`src/rtl/dmc_arb_pkg.sv`:
```
// Shared types and constants for the dmc front-end arbiter.
// Default widths match the dmc command/data ports.
package dmc_arb_pkg;

    localparam int DEF_DATA_W = 8;
    localparam int DEF_ADDR_W = 8;

    localparam logic MEM_A = 1'b0;
    localparam logic MEM_B = 1'b1;

    typedef enum logic [1:0] {
        IDLE    = 2'd0,
        ISSUE   = 2'd1,
        CAPTURE = 2'd2,
        DONE    = 2'd3
    } arb_state_t;

endpackage

```
`src/rtl/dmc_arbiter_rr_arb2.sv`:
```
// Combinational two-way round-robin picker: on a tie the client
// that was not served last wins.
module rr_arb2 (
    input  logic [1:0] req,
    input  logic       last,
    output logic       gnt_id,
    output logic       gnt_valid
);

    always_comb begin
        gnt_valid = |req;
        gnt_id    = (req == 2'b11) ? ~last : req[1];
    end

endmodule

```
`src/rtl/dmc_arbiter.sv`:
```
// Two-client arbiter/sequencer driving the single dmc command port.
// One transaction at a time: IDLE -> ISSUE -> [CAPTURE] -> DONE -> IDLE.
module dmc_arbiter
    import dmc_arb_pkg::*;
#(
    parameter int DATA_W = DEF_DATA_W,
    parameter int ADDR_W = DEF_ADDR_W
) (
    input  logic              clk,
    input  logic              rst_n,
    input  logic              r0_req,
    input  logic              r0_we,
    input  logic              r0_sel,
    input  logic [ADDR_W-1:0] r0_addr,
    input  logic [DATA_W-1:0] r0_wdata,
    input  logic              r1_req,
    input  logic              r1_we,
    input  logic              r1_sel,
    input  logic [ADDR_W-1:0] r1_addr,
    input  logic [DATA_W-1:0] r1_wdata,
    output logic              r0_ack,
    output logic              r1_ack,
    output logic [DATA_W-1:0] rdata,
    output logic              busy,
    output logic              mem_select,
    output logic              write_enable,
    output logic [ADDR_W-1:0] add_ex,
    output logic [DATA_W-1:0] data_ex,
    input  logic [DATA_W-1:0] data_out
);

    arb_state_t state;
    logic       last;
    logic       gnt_id;
    logic       lat_we;

    logic              pick_id;
    logic              pick_valid;
    logic              win_we;
    logic              win_sel;
    logic [ADDR_W-1:0] win_addr;
    logic [DATA_W-1:0] win_wdata;

    rr_arb2 u_pick (
        .req       ({r1_req, r0_req}),
        .last      (last),
        .gnt_id    (pick_id),
        .gnt_valid (pick_valid)
    );

    always_comb begin
        win_we    = pick_id ? r1_we    : r0_we;
        win_sel   = pick_id ? r1_sel   : r0_sel;
        win_addr  = pick_id ? r1_addr  : r0_addr;
        win_wdata = pick_id ? r1_wdata : r0_wdata;
    end

    // The dmc command registers double as the latched request fields,
    // so they naturally hold their last value while idle.
    always_ff @(posedge clk or negedge rst_n) begin
        if (!rst_n) begin
            state        <= IDLE;
            last         <= 1'b1;
            gnt_id       <= 1'b0;
            lat_we       <= 1'b0;
            r0_ack       <= 1'b0;
            r1_ack       <= 1'b0;
            rdata        <= '0;
            busy         <= 1'b0;
            mem_select   <= MEM_A;
            write_enable <= 1'b0;
            add_ex       <= '0;
            data_ex      <= '0;
        end else begin
            r0_ack <= 1'b0;
            r1_ack <= 1'b0;
            case (state)
                IDLE: begin
                    if (pick_valid) begin
                        gnt_id       <= pick_id;
                        lat_we       <= win_we;
                        mem_select   <= win_sel;
                        add_ex       <= win_addr;
                        data_ex      <= win_wdata;
                        write_enable <= win_we;
                        busy         <= 1'b1;
                        state        <= ISSUE;
                    end
                end
                ISSUE: begin
                    write_enable <= 1'b0;
                    if (lat_we) begin
                        r0_ack <= ~gnt_id;
                        r1_ack <= gnt_id;
                        state  <= DONE;
                    end else begin
                        state  <= CAPTURE;
                    end
                end
                CAPTURE: begin
                    rdata  <= data_out;
                    r0_ack <= ~gnt_id;
                    r1_ack <= gnt_id;
                    state  <= DONE;
                end
                DONE: begin
                    last  <= gnt_id;
                    busy  <= 1'b0;
                    state <= IDLE;
                end
                default: state <= IDLE;
            endcase
        end
    end

endmodule

```
`config.mk`:
```
export PLATFORM = sky130hd
export DESIGN_NAME = dmc_arbiter
export DESIGN_NICKNAME = d
export VERILOG_FILES = /design/src/rtl/dmc_arb_pkg.sv /design/src/rtl/dmc_arbiter_rr_arb2.sv /design/src/rtl/dmc_arbiter.sv
export SDC_FILE = /design/constraint.sdc
export NUM_CORES = 1
export LEC_CHECK = 0
export CORE_MARGIN = 1.5
export CORE_UTILIZATION = 45
export CTS_BUF_LIST = sky130_fd_sc_hd__clkbuf_4
export DETAILED_ROUTE_END_ITERATION = 8
export PLACE_DENSITY_LB_ADDON = 0.25
export SETUP_SLACK_MARGIN = 0.1
export SYNTH_ARGS = -nofsm -noshare
export SYNTH_HDL_FRONTEND = slang
export SYNTH_SLANG_ARGS = --single-unit
```
`constraint.sdc`:
```
create_clock -name clk -period 3.36 [get_ports clk]
set_input_delay 0.672 -clock clk [delete_from_list [all_inputs] [get_ports clk]]
set_output_delay 0.672 -clock clk [all_outputs]
set_load 0.1 [all_outputs]
```
# After elaboration in Yosys (flattened, before gate mapping)
# Index checks and enable logic that the tools add are counted.
# op_classes
eq_ne	5
mux	16
bitwise	2
n_reduce_logical	7
# op_table
cell	n
8-bit 2-to-1 mux	2
1-bit 2-to-1 mux	8
1-bit case mux with 2 select lines	4
2-bit case mux with 4 select lines	1
2-bit equality test, second input constant	3
2-bit AND reduction	3
2-bit nonzero test	2
2-bit by 1-bit equality test with 1-bit output, second input constant	1
2-bit zero test	1
2-bit 2-to-1 mux	1
2-bit != test, second input constant	1
1-bit inverter	2
2-bit OR reduction	1
# word_totals
register_bits	34
in_bits	48
out_inout_bits	29
word_cells	42

# Logic depth before layout (Yosys ltp)
# Gate-level depths: netlist of the first run.
# depth
depth_word	5
mapped_depth	6
mapped_depth_nobuf	5

# Cells and area by module
# A second synthesis of the first run with hierarchy kept.
# hier_totals
cells_unflattened	134
area_unflattened_um2	1559.0
# modules_own_cells
module	instances	cells_each	area_each_um2	seq_area_each_um2
dmc_arbiter	1	132	1545.2	852.1
rr_arb2	1	2	13.8	0.0

# Least setup slack after synthesis of the first run
# No wires, ideal clock.
# synth_path
path_type	flip-flop to output port
from	register write_enable
to	output write_enable
arrival_time_ps	912
required_ps	2688
path_slack_ps	1776
path_stages_with_launch	1
n_path_buf	0
path_cell_list	dfrtp_1
# synth_rtl
item	line	text
start: declaration	dmc_arbiter.sv:26	output logic write_enable,
start signal: assignment	dmc_arbiter.sv:85	write_enable <= win_we;
# No word-level cell between the ends.

# Final worst setup path of the first run
# layout_path
from	register busy
to	output busy
# layout_rtl
item	line	text
start: declaration	dmc_arbiter.sv:24	output logic busy,
start signal: assignment	dmc_arbiter.sv:69	busy <= 1'b0;
start signal: assignment	dmc_arbiter.sv:86	busy <= 1'b1;
start signal: assignment	dmc_arbiter.sv:108	busy <= 1'b0;
# No word-level cell between the ends.

==> flow_summary.ini, run 1 <==
[worst_setup_path]
crit_family = buffers and inverters
crit_slowest_cell = clkdlybuf4s50_1
r2r_setup_slack_ns = 1.49
path_buf_inv = 1
worstReg2RegStart = state[0]
reg2reg_to = write_enable
cp_max_fo = 2
crit_path_end_kind = output port
cp.required_ns = 2.69
worst-setup-path-type = register to output port
cp.depth = 1
reg2reg_depth = 5
cp_cell_sequence = clkdlybuf4s50_1
slowest_delay_ns = 1.13
critPathLaunchType = register
crit_arrival_ns = 1.81

[timing]
worstMarginPinSlew_ns = 0.964
hold_viol_final = 0
post-route-min-period_ns = 2.48
tns_ns = 0
setup_viol = 0
slew_violations = 0
maxSlewHeadroom = 0.355
worst_slack_ns = 0.883
period_share = 0.737
clock_skew_ns = 0.0101
rsz0062_at_grt = no
fmax_mhz = 404

[global_route]
grt.overflow.total = 0
track_usage = 0.200
antenna_found_initial = 0
grt_max_degree = 35
grt_pass1_wl_um = 6180
grt_pass1_vias = 1412

[drt]
wl_per_cell_um = 13.5
firstDrtPassIters = 4
ant_nets = 0
wirelength_um = 3710
vias = 1380
initialDrtViolationCount = 72
via_per_inst = 5.04
remaining_drc_errors = 0

[synthesis]
yosys.area_share.simple = 0.115
synth_adder_area_share = 0.0472
yosysTopAreaCell = dfrtp_1
synth_area_per_cell_sq_um = 10.6
synth_seq_cells = 34
synth_top_family_by_area = compound AO/OA/AOI/OAI gates
synthCells = 150
synth_top_area_share = 0.519
ys_types = 25
synth.area.top_cells = dfrtp_1 52%, a21oi_1 8.8%, mux2_2 6.4%
synth_warnings = 0
netlist_area_sq_um = 1590
synth_mux_area_frac = 0.0637
synth-seq-area-share = 0.536
synth_nets = 204
synth_compound_gate_area_share = 0.198
synthXorXnorAreaFrac = 0

[floorplanning]
die_h_um = 62.4
initial_utilization = 0.473
ios = 77
design.core.area_sq_um = 3360
dieWidth_um = 62.4
die_area_sq_um = 3900
rows = 21

[cts]
hold_buffers = 0
numClockSinks = 34
cts_setup_buffers = 0
cts_tree = done
cts.htree.levels = 2
cts-root-buf = clkbuf_4
tritoncts.num_buffers = 5
clk_pin_slew_ns = 0.09
clock_latency_ns = 0.32
cts_resized = 0
clk_path_buf_depth = 2

[placement]
dp_cells = 266
placed_area_sq_um = 2300
dp_hpwl_um = 2850
gp_congestion = 0.733
placement.io_buffers = 76
dp_slack_ns = 1.03

[final_layout]
nNetsFinal = 281
seqCellArea_sq_um = 852
instances_no_fill = 274
final_common_cell = clkdlybuf4s50_1
multi_input_area_sq_um = 674
layout-drive-gt1-share = 0.250
diodes = 0
final_cell_mix = 52 x clkdlybuf4s50_1, 33 x dfrtp_1, 28 x a21oi_1, 25 x buf_4, 21 x nand2_1
nFillCells = 283
area_growth_pct = 48.4
postLayoutCellArea_sq_um = 2360

[min_path]
worstHoldStart = gnt_id
whs_path_depth = 1
holdPathEnd = r0_ack
hp-class = register to register

[run]
max_cap_viol_count = 0

[status]
status = finished clean
## flip-flops by register name (all words and copies together), names as in the netlist, 2 cells and up
signal	cells
add_ex	8
data_ex	8
rdata	8
state	2
## stage by stage
step	utilization	hold WS (ns)
CTS	0.702	0.496
global route	0.702	0.528
finish	0.702	0.499
global placement	0.684	0.478
floorplan	-	0.376
detailed placement	0.684	0.483
## final cells by class
class,count,share of cell area
Clock buffer,8,0.0255
Timing Repair Buffer,77,0.300
Tap cell,46,0.0244
Multi-Input combinational cell,107,0.286
Inverter,2,0.00318
Sequential cell,34,0.361
## synth_stat cells
cell       instances
and3b_1            1
nor2_1            19
ha_1               6
nor3b_1            2
a21oi_2            9
o21bai_1           1
buf_6              3
a2111oi_0          1
a32oi_1            1
or3b_2             1
a31oi_1            1
o21a_1             1
nand2_1           21
buf_2              3
inv_1              2
dfrtp_1           33
a21bo_2            1
o21ai_0            2
a22o_2             1
buf_4              1
dfstp_2            1
mux2_2             9
a21boi_4           1
o21ai_2            1
a21oi_1           28
## worst max-delay path by stage
stage            startpoint      endpoint  slack [ns]
5_1_grt                busy          busy        0.82
2_1_floorplan  write_enable  write_enable        1.78
3_3_place_gp         r0_req  write_enable        1.09
4_1_cts                busy          busy        0.87
3_5_place_dp         r0_req  write_enable        1.03
6_report               busy          busy        0.88
## metal layers
layer | track usage | vias up | share of wire
li1 | - | 664 | -
met1 | 0.233 | 662 | 0.42
met2 | 0.352 | 47 | 0.52
met3 | 0.0559 | 7 | 0.051
met4 | 0.0722 | 0 | 0.012
met5 | 0 | - | 0
## kinds of logic after synthesis
group | Yosys count
compound gates | 48
simple gates | 44
flops | 34
buf+inv | 9
mux | 9
fa+ha+maj | 6
Power of run 1 is not shown: default switching activity piles up to over one toggle a cycle in this logic, so the estimate is an artifact.
==> inputs of run 2 (changes only) <==
- CORE_UTILIZATION: 45 -> 42
- clock period: 3.36 -> 2.4 ns (I/O delays scaled with it)
==> run 2 against run 1 <==
  * Sequential share of layout area decreased by 0.096 points
  * Wire length rose by 0.13%
  * Setup slack got worse by 0.19 ns
  * Critical path depth increased by 3
  * Final area rose by 0.27%
==> flow_summary.ini, run 2 (synthesis results as in run 1) <==
[status]
status = finished clean

[timing]
worstMarginPinSlew_ns = 0.560
rsz0062_at_grt = no
maxSlewHeadroom = 0.625
fmax_mhz = 587
setup_viol = 0
tns_ns = 0
clock_skew_ns = 0.00703
slew_violations = 0
period_share = 0.709
post-route-min-period_ns = 1.70
hold_viol_final = 0

[cts]
cts_tree = done
clk_pin_slew_ns = 0.11
clock_latency_ns = 0.33
clk_path_buf_depth = 2
hold_buffers = 0
cts-root-buf = clkbuf_4
numClockSinks = 34
cts_resized = 0
cts_setup_buffers = 0
tritoncts.num_buffers = 5
cts.htree.levels = 2

[placement]
gp_congestion = 0.712
placement.io_buffers = 76
dp_hpwl_um = 2840

[floorplanning]
die_h_um = 64.5
rows = 22
design.core.area_sq_um = 3660
die_area_sq_um = 4160
ios = 77
initial_utilization = 0.434
dieWidth_um = 64.5

[global_route]
track_usage = 0.187
antenna_found_initial = 0
grt_max_degree = 35
grt_pass1_vias = 1378
grt.overflow.total = 0
grt_pass1_wl_um = 5910

[drt]
wirelength_um = 3710
ant_nets = 0
firstDrtPassIters = 5
via_per_inst = 5.00
wl_per_cell_um = 13.3
remaining_drc_errors = 0
initialDrtViolationCount = 54
vias = 1394

[final_layout]
nNetsFinal = 284
nFillCells = 316
top_regs = add_ex (8), data_ex (8), rdata (8)
final_cell_mix = 47 x clkdlybuf4s50_1, 33 x dfrtp_1, 33 x buf_4, 28 x a21oi_1, 21 x nand2_1
multi_input_area_sq_um = 674
final_common_cell = clkdlybuf4s50_1
seqCellArea_sq_um = 852
area_growth_pct = 48.8
diodes = 0
layout-drive-gt1-share = 0.277

[min_path]
hp-class = register to register
holdPathEnd = r0_ack
worstHoldStart = gnt_id
whs_path_depth = 1

[worst_setup_path]
critPathLaunchType = input pin
worstReg2RegStart = state[0]
reg2reg_depth = 5
crit_arrival_ns = 1.96
slowest_delay_ns = 0.57
r2r_setup_slack_ns = 0.71
cp.required_ns = 2.65
crit_family = compound AO/OA/AOI/OAI gates
cp_cell_sequence = clkdlybuf4s50_1 -> a21boi_4 -> nand2_1 -> a32oi_1
crit_path_end_kind = register
cp_max_fo = 19
crit_slowest_cell = clkdlybuf4s50_1
reg2reg_to = state[0]
worst-setup-path-type = input pin to register
path_buf_inv = 1

[run]
max_cap_viol_count = 0
-- run 2: worst max-delay path by stage --
stage	endpoint	depth (start not counted)	from	slack (ns)
2_1_floorplan	state[0]	5	state[0]	0.89
3_3_place_gp	write_enable	4	r1_req	0.44
3_5_place_dp	write_enable	4	r1_req	0.35
4_1_cts	write_enable	4	r1_req	0.71
5_1_grt	state[0]	5	state[0]	0.57
6_report	write_enable	4	r1_req	0.70
-- run 2: area by class of cell --
cell class                      count  share of cell area
Multi-Input combinational cell    107               0.285
Tap cell                           48              0.0254
Sequential cell                    34               0.360
Clock buffer                        5              0.0159
Timing Repair Buffer               80               0.304
Clock inverter                      3             0.00687
Inverter                            2             0.00317
-- run 2: routing by layer --
layer / vias to the layer above / track usage / share of wire / wire, um
met5: - / 0 / 0 / 0
met4: 0 / 0.0452 / 0.010 / 38
met3: 5 / 0.0694 / 0.065 / 241
met2: 46 / 0.357 / 0.54 / 2020
met1: 671 / 0.192 / 0.38 / 1410
li1: 672 / - / - / -
-- run 2: worst register-to-register path, delay by kind of cell, from the launching register on --
| family | cells | cell delay, ns |
|---|---|---|
| flip-flops | 1 | 0.43 |
| adder cells (fa/ha/maj) | 1 | 0.26 |
| buffers and inverters | 1 | 0.15 |
| AND/OR/NAND/NOR | 1 | 0.52 |
| AO/OA/AOI/OAI | 2 | 0.20 |
-- run 2: stage by stage --
| stage | area (sq um) | util | hold slack, ns | setup slack, ns | instances |
|---|---|---|---|---|---|
| finish | 2370 | 0.646 | 0.504 | 0.697 | 279 |
| floorplan | 1590 | - | 0.184 | 0.888 | 150 |
| CTS | 2370 | 0.646 | 0.501 | 0.708 | 279 |
| detailed placement | 2310 | 0.632 | 0.495 | 0.348 | 271 |
| global placement | 2310 | 0.632 | 0.481 | 0.439 | 271 |
| global route | 2370 | 0.646 | 0.525 | 0.572 | 279 |
Power of run 2 is left out for the same reason.
